===== src/rtl/k051962_pkg.sv =====
// Shared types and helpers for the k051962 pixel serialiser.
package k051962_pkg;
  localparam int NPLANES = 3;

  localparam logic [1:0] PL_FIX     = 2'd0;
  localparam logic [1:0] PL_A       = 2'd1;
  localparam logic [1:0] PL_B       = 2'd2;
  localparam logic [1:0] LAYER_NONE = 2'd3;

  typedef logic [3:0] pix4_t;
  typedef pix4_t [7:0] row_t;

  // Planar row to chunky pixels: pixel i takes bit (7-i) of every bitplane.
  function automatic row_t unpack_row(input logic [31:0] d, input logic flip);
    row_t r;
    int   src;
    for (int i = 0; i < 8; i++) begin
      src = flip ? 7 - i : i;
      for (int k = 0; k < 4; k++) r[i][k] = d[8*k + 7 - src];
    end
    return r;
  endfunction
endpackage


===== src/rtl/k051962_plane_window.sv =====
// One plane's tile pipeline (pend -> cur -> prev) and fine-scroll pixel pick.
module plane_window
  import k051962_pkg::*;
(
  input  logic       clk,
  input  logic       rst,
  input  logic       ce,
  input  logic       line_start,
  input  logic       boundary,
  input  logic       load,
  input  row_t       row,
  input  logic [3:0] pal,
  input  logic [2:0] fine,
  input  logic [2:0] phase,
  output pix4_t      pix,
  output logic [3:0] pix_pal,
  output logic       miss
);
  row_t       pend, cur, prev;
  logic [3:0] pend_pal, cur_pal, prev_pal;
  logic       fresh;

  pix4_t [15:0] win;
  logic  [3:0]  idx;

  always_ff @(posedge clk) begin
    if (rst) begin
      pend     <= '0;
      cur      <= '0;
      prev     <= '0;
      pend_pal <= '0;
      cur_pal  <= '0;
      prev_pal <= '0;
      fresh    <= 1'b0;
      miss     <= 1'b0;
    end else if (ce) begin
      // Line start blanks the window but keeps a prefetched tile for the first boundary.
      if (line_start) begin
        cur      <= '0;
        prev     <= '0;
        cur_pal  <= '0;
        prev_pal <= '0;
        miss     <= 1'b0;
      end else if (boundary) begin
        prev     <= cur;
        prev_pal <= cur_pal;
        cur      <= pend;
        cur_pal  <= pend_pal;
        fresh    <= 1'b0;
        if (!fresh) miss <= 1'b1;
      end
      if (load) begin
        pend     <= row;
        pend_pal <= pal;
        fresh    <= 1'b1;
      end
    end
  end

  // Index is 1..15 for any phase/fine pair, so no wrap handling is needed.
  assign win     = {cur, prev};
  assign idx     = 4'd8 + {1'b0, phase} - {1'b0, fine};
  assign pix     = win[idx];
  assign pix_pal = idx[3] ? cur_pal : prev_pal;
endmodule


===== src/rtl/k051962_plane_shifter.sv =====
// Serialises fix/A/B tile rows into pixels and resolves plane priority.
module k051962_plane_shifter
  import k051962_pkg::*;
(
  input  logic        clk_24M,
  input  logic        RES,
  input  logic        CE_PIX,
  input  logic        LINE_START,
  input  logic [2:0]  LOAD,
  input  logic [31:0] ROM_D,
  input  logic [7:0]  COL,
  input  logic [2:0]  ZA,
  input  logic [2:0]  ZB,
  input  logic        PRIO,
  output logic [7:0]  COLOR,
  output logic [1:0]  LAYER,
  output logic [2:0]  TILE_MISS
);
  logic [2:0] phase;
  logic       boundary;
  row_t       row;

  pix4_t [NPLANES-1:0]      pix;
  logic  [NPLANES-1:0][3:0] pix_pal;
  logic  [NPLANES-1:0][2:0] fine;
  logic  [NPLANES-1:0]      miss;

  logic [1:0] first, second;
  logic [7:0] nxt_color;
  logic [1:0] nxt_layer;

  assign boundary = (phase == 3'd7) | LINE_START;
  assign row      = unpack_row(ROM_D, COL[0]);

  assign fine[PL_FIX] = 3'd0;
  assign fine[PL_A]   = ZA;
  assign fine[PL_B]   = ZB;

  for (genvar p = 0; p < NPLANES; p++) begin : g_plane
    plane_window u_win (
      .clk        (clk_24M),
      .rst        (RES),
      .ce         (CE_PIX),
      .line_start (LINE_START),
      .boundary   (boundary),
      .load       (LOAD[p]),
      .row        (row),
      .pal        (COL[7:4]),
      .fine       (fine[p]),
      .phase      (phase),
      .pix        (pix[p]),
      .pix_pal    (pix_pal[p]),
      .miss       (miss[p])
    );
  end

  always_comb begin
    first     = PRIO ? PL_B : PL_A;
    second    = PRIO ? PL_A : PL_B;
    nxt_color = 8'h00;
    nxt_layer = LAYER_NONE;
    if (pix[PL_FIX] != 4'd0) begin
      nxt_color = {pix_pal[PL_FIX], pix[PL_FIX]};
      nxt_layer = PL_FIX;
    end else if (pix[first] != 4'd0) begin
      nxt_color = {pix_pal[first], pix[first]};
      nxt_layer = first;
    end else if (pix[second] != 4'd0) begin
      nxt_color = {pix_pal[second], pix[second]};
      nxt_layer = second;
    end
  end

  always_ff @(posedge clk_24M) begin
    if (RES) begin
      phase <= 3'd0;
      COLOR <= 8'h00;
      LAYER <= LAYER_NONE;
    end else if (CE_PIX) begin
      phase <= LINE_START ? 3'd0 : phase + 3'd1;
      COLOR <= nxt_color;
      LAYER <= nxt_layer;
    end
  end

  assign TILE_MISS = miss;
endmodule

===== config.mk =====
export PLATFORM = sky130hd
export DESIGN_NAME = k051962_plane_shifter
export DESIGN_NICKNAME = d
export VERILOG_FILES = /design/src/rtl/k051962_pkg.sv /design/src/rtl/k051962_plane_window.sv /design/src/rtl/k051962_plane_shifter.sv
export SDC_FILE = /design/constraint.sdc
export NUM_CORES = 1
export LEC_CHECK = 0
export CORE_ASPECT_RATIO = 1.25
export CORE_MARGIN = 1.5
export CORE_UTILIZATION = 45
export CTS_CLUSTER_SIZE = 14
export DETAILED_ROUTE_END_ITERATION = 10
export PLACE_DENSITY = 0.72
export SYNTH_ARGS = -nofsm -noshare
export SYNTH_HDL_FRONTEND = slang
export SYNTH_SLANG_ARGS = --single-unit

===== constraint.sdc =====
create_clock -name clk_24M -period 4.1 [get_ports clk_24M]
set_input_delay 0.82 -clock clk_24M [delete_from_list [all_inputs] [get_ports clk_24M]]
set_output_delay 0.82 -clock clk_24M [all_outputs]
set_load 0.03 [all_outputs]

Word-level counts from Yosys, hierarchy flattened
Index checks and enable logic that the tools add are counted.

Register bits after elaboration: 343. Input port bits: 54. Output and inout port bits: 13. Word-level logic and storage cells: 356.

Add/sub/neg operators: 36. Magnitude comparators: 37. Equality and inequality tests: 7. Mux-type cells: 168. Bitwise gates (word level): 1. Reductions and logical operators: 17.

Operators by type and width (count): 2-to-1 mux 32 bit (12); binary-select mux 1 bit (select 5 bit) (32); < comparator 6 x 7 -> 1 bit, second input constant (16); subtractor 5 x 3 -> 6 bit, first input constant (16); 2-to-1 mux 4 bit (22); 2-to-1 mux 1 bit (78); < comparator 4 x 7 -> 1 bit, second input constant (8); < comparator 5 x 7 -> 1 bit, second input constant (8); binary-select mux 4 bit (select 4 bit) (3); subtractor 4 x 3 -> 5 bit, first input constant (8); binary-select mux 4 bit (select 2 bit) (4); subtractor 3 x 3 -> 4 bit, first input constant (8); 2-to-1 mux 3 bit (9); 2-to-1 mux 8 bit (3); AND reduction 3 bit (6); < comparator 4 x 5 -> 1 bit, second input constant (3); nonzero test 4 bit (3); 2-to-1 mux 2 bit (5); AND reduction 2 bit (4); nonzero test 2 bit (4); subtractor 4 x 3 -> 4 bit (2); < comparator 2 x 3 -> 1 bit, second input constant (2); != test 2 x 1 -> 1 bit, second input constant (3); != test 2 bit, second input constant (3); 4 further kinds (4).

Depth between registers and ports, before layout
Depth after elaboration: 10. Depth in mapped cells: 14. Gate-level depth less buffers: 11.

By module
A second synthesis with hierarchy kept.

Cell total of the unflattened synthesis: 1548. Area total of the unflattened synthesis: 14156.1 µm².

Modules (own cells, without submodules): plane_window (g_plane[1].u_win ...) (instances 2, cells each 475, area each 4329.2 µm², sequential area each 2202.1 µm²); plane_window (g_plane[0].u_win) (instances 1, cells each 475, area each 4332.9 µm², sequential area each 2202.1 µm²); k051962_plane_shifter (instances 1, cells each 123, area each 1164.9 µm², sequential area each 260.2 µm²).

Least setup slack after synthesis
No wires, ideal clock.

Path kind: input-to-reg. Start point: in ZA[0]. End point: reg COLOR[5]. Setup time: 80 ps. Data arrival time: 3376 ps. Data required time: 4020 ps. Slack: 644 ps. Stages on the path: 11. Buffers on the path: 1. Path through: ha_1 inv_1 fa_1 buf_2 mux4_2 nor2b_1 a221oi_2 a41oi_1 a21oi_2 a21oi_1 a211oi_2.

Longest elaborated chain between the ends: 9. Elaborated cells between the ends (all ways): 17. Those cells by class: 1 x add/sub; 14 x mux; 2 x reduce/logical.

RTL lines: start: declaration (RTL line k051962_plane_shifter.sv:12) `input logic [2:0] ZA,`; subtractor 4 x 3 -> 4 bit (*) (RTL line k051962_plane_window.sv:62) `assign idx = 4'd8 + {1'b0, phase} - {1'b0, fine};`; binary-select mux 4 bit (select 4 bit) (RTL line k051962_plane_window.sv:63) `assign pix = win[idx];`; 2-to-1 mux 4 bit (implied by the code) (RTL line k051962_plane_window.sv:63); binary-select mux 4 bit (select 2 bit) (RTL line k051962_plane_shifter.sv:68) `end else if (pix[second] != 4'd0) begin`; 2-to-1 mux 4 bit (implied by the code) (RTL line k051962_plane_shifter.sv:68); nonzero test 4 bit (RTL line k051962_plane_shifter.sv:68); 2-to-1 mux 8 bit (RTL line k051962_plane_shifter.sv:68); 2-to-1 mux 8 bit (*) (RTL line k051962_plane_shifter.sv:65) `end else if (pix[first] != 4'd0) begin`; 2-to-1 mux 8 bit (*) (RTL line k051962_plane_shifter.sv:62) `if (pix[PL_FIX] != 4'd0) begin`; end signal: assignment (RTL line k051962_plane_shifter.sv:81) `COLOR <= nxt_color;`; end: declaration (RTL line k051962_plane_shifter.sv:15) `output logic [7:0] COLOR,`.

Mark *: on every way between the ends. The rest lies on a longest branch, timed or not. The select of a mux whose other input is x is not followed. A chain may end at the register's enable or synchronous reset.

Final worst setup path
Start point: in ZA[0]. End point: reg COLOR[7].

The elaborated chain is that of the path after synthesis.

==> results.sh <==
export IMPL_n_fill_cell=2351
export IMPL_yosysMostFrequentCell="dfxtp_1"
export IMPL_final_cell_area_sq_um=14400
export IMPL_comb_power_share=0.086
export IMPL_p_sw_mw=1.51
export IMPL_place_ws_ns=-0.0455
export IMPL_hold_class="reg2reg"
export IMPL_drive_gt1_frac=0.0950
export IMPL_grt_pass1_wl_um=48200
export IMPL_drv_slew=0
export IMPL_leakage_nw=5.24
export IMPL_post_cts_resized=0
export IMPL_internal_power_mw=4.99
export IMPL_grt_pass1_vias=9007
export IMPL_drtIter0Drc=830
export IMPL_timing_slew_headroom=0.324
export IMPL_synth_cells=1280
export IMPL_period_share=0.882
export IMPL_syn_to_final_growth_pct=15.7
export IMPL_placed_area_sq_um=13400
export IMPL_cts_root_buf="clkbuf_16"
export IMPL_clkPwrFrac=0.437
export IMPL_htree_levels=1
export IMPL_tns_ns=0
export IMPL_path_class="in2reg"
export IMPL_post_cts_buffers=0
export IMPL_status="finished clean"
export IMPL_worst_slack_ns=0.484
export IMPL_cts_buffer_depth=3
export IMPL_period_needed_ns=3.62
export IMPL_synthArstFlopShare=0
export IMPL_startpoint_type="primary input"
export IMPL_grt_overflow_total=0
export IMPL_synth_area_leaders="dfxtp_1 49%, a22oi_1 11%, nor2_1 8.8%, mux2i_1 7.2%, a211oi_1 5.8%"
export IMPL_finalNetCount=1347
export IMPL_wl_um=30300
export IMPL_cp_max_fo=5
export IMPL_die_h_um=189
export IMPL_grt_max_degree=151
export IMPL_final_cells=1650
export IMPL_grt_use_total=0.211
export IMPL_setup_viol=0
export IMPL_diodes=0
export IMPL_io_pins=67
export IMPL_postCtsHoldBufs=0
export IMPL_synth_avg_cell_area_sq_um=9.71
export IMPL_arrival_ns=4.07
export IMPL_antenna_found_initial=0
export IMPL_cts_buffers=29
export IMPL_die_area_sq_um=28600
export IMPL_fmaxAchievable_mhz=277
export IMPL_maxCapViolCount=0
export IMPL_ys_ff_latch=307
export IMPL_rsz0062_at_grt="false"
export IMPL_drc_errors=0
export IMPL_drt_wirelength_per_cell_um=18.4
export IMPL_cellPowerDensity_nw_per_um2=452
export IMPL_dp_cells=1597
export IMPL_synth_nets=1344
export IMPL_gp_congestion=0.817
export IMPL_clock_sinks=307
export IMPL_synth_edff_count=0
export IMPL_ir_drop_uv=236
export IMPL_swShare=0.233
export IMPL_worstPathRequired_ns=4.56
export IMPL_yosysUniqueCellTypes=46
export IMPL_netlist_area_leader_share=0.495
export IMPL_seqPwrFrac=0.477
export IMPL_die_w_um=152
export IMPL_vias_per_cell=5.91
export IMPL_num_rows=67
export IMPL_hold_viol=0
export IMPL_ys_warnings_count=0
export IMPL_synth_seq_area_share=0.495
export IMPL_core_sq_um=27000
export IMPL_syn_area_sq_um=12400
export IMPL_cts_tree="done"
export IMPL_postRouteAntennaNets=0
export IMPL_place_hpwl_um=19100
export IMPL_synth_ff_type="dfxtp_1"
export IMPL_yosysTopAreaCell="dfxtp_1"
export IMPL_clkLatencyLatePin_ns=0.56
export IMPL_vias=9749
export IMPL_tightest_slew_ns=1.01
export IMPL_start_util=0.460
export IMPL_clk_pin_slew_ns=0.06
export IMPL_dr_pass1_iters=5
export IMPL_critPathCaptureType="register"
export IMPL_synth_commonest_cells="307 x dfxtp_1, 290 x nor2_1, 180 x a22oi_1"
export IMPL_fin_skew_ns=0.0257
export IMPL_port_buffers=63
-- state kept, by name, indices dropped and copies added (netlist names), 8 cells and up --
| name | cells |
|---|---|
| g_plane.u_win.cur_pal | 12 |
| g_plane.u_win.pend | 96 |
| g_plane.u_win.prev | 64 |
| COLOR | 8 |
| g_plane.u_win.prev_pal | 8 |
| g_plane.u_win.cur | 96 |
| g_plane.u_win.pend_pal | 12 |
-- power by group through the flow --
stage	Sequential, mW	Combinational, mW	Clock [mW]
6_report	3.10	0.558	2.84
3_3_place_gp	3.16	0.550	0
2_1_floorplan	3.16	0.354	0
3_5_place_dp	3.17	0.556	0
5_1_grt	3.11	0.603	3.02
4_1_cts	3.10	0.560	2.88
-- placed cells by master (no fill, tap or decap), types with 9 or more instances in the layout --
cell type / instances
a211oi_1: 96
nand2_1: 54
dfxtp_1: 307
nor2_1: 289
buf_4: 21
a22oi_1: 180
mux4_2: 22
clkdlybuf4s50_1: 61
mux2i_1: 89
a21oi_1: 29
clkbuf_16: 29
buf_12: 9
-- metal layers --
metal | up-vias | part of all wire | GRT usage
li1 | 4659 | - | -
met1 | 4760 | 0.42 | 0.279
met2 | 284 | 0.50 | 0.360
met3 | 46 | 0.049 | 0.0247
met4 | 0 | 0.026 | 0.0618
met5 | - | 0 | 0
-- final timing paths --
check	start	to	slack, ns	cells past startpoint
hold reg to reg	g_plane[0].u_win.pend_pal[2]$_SDFFE_PP0P_	g_plane[0].u_win.pend_pal[2]$_SDFFE_PP0P_	0.46	2
hold / removal	g_plane[0].u_win.pend_pal[2]$_SDFFE_PP0P_	g_plane[0].u_win.pend_pal[2]$_SDFFE_PP0P_	0.46	2
setup / recovery	ZA[0]	COLOR[7]$_SDFFE_PP0P_	0.48	12
setup reg to reg	phase[0]$_SDFFE_PP0P_	COLOR[7]$_SDFFE_PP0P_	0.84	12
-- kinds of logic after synthesis --
logic type | synth area share
muxes | 0.128
xor gates and xnor gates | 0.00292
buffers and inverters | 0.0429
AOI/OAI and AO/OA | 0.198
and+or+nand+nor | 0.122
adders and majority gates | 0.0113
DFF | 0.495
-- final cells by class --
type	instances	area [sq um]	share of cell area
well taps	345	432	0.0300
repair buffers	93	968	0.0673
clock buffers	42	855	0.0594
flip-flops and latches	307	6150	0.427
multi-input cells	843	5770	0.401
clock inverters	11	173	0.0120
inverters	9	33.8	0.00235
-- worst max-delay path, cell delays in order --
cell             delay (ns)
clkdlybuf4s50_1        0.51
ha_1                   0.18
inv_1                  0.06
fa_1                   0.53
buf_4                  0.14
buf_4                  0.12
mux4_2                 0.49
mux2i_1                0.30
nand4bb_1              0.22
a21oi_2                0.33
a21oi_1                0.13
a211oi_2               0.22
-- metrics by stage --
step                hold WS, ns  power (mW)   util
floorplan                 0.437        3.52      -
global placement          0.447        3.71  0.495
detailed placement        0.454        3.72  0.495
CTS                       0.465        6.54  0.533
global route              0.480        6.73  0.533
finish                    0.463        6.50  0.533
Note: power is estimated with default switching activity, not from simulation.
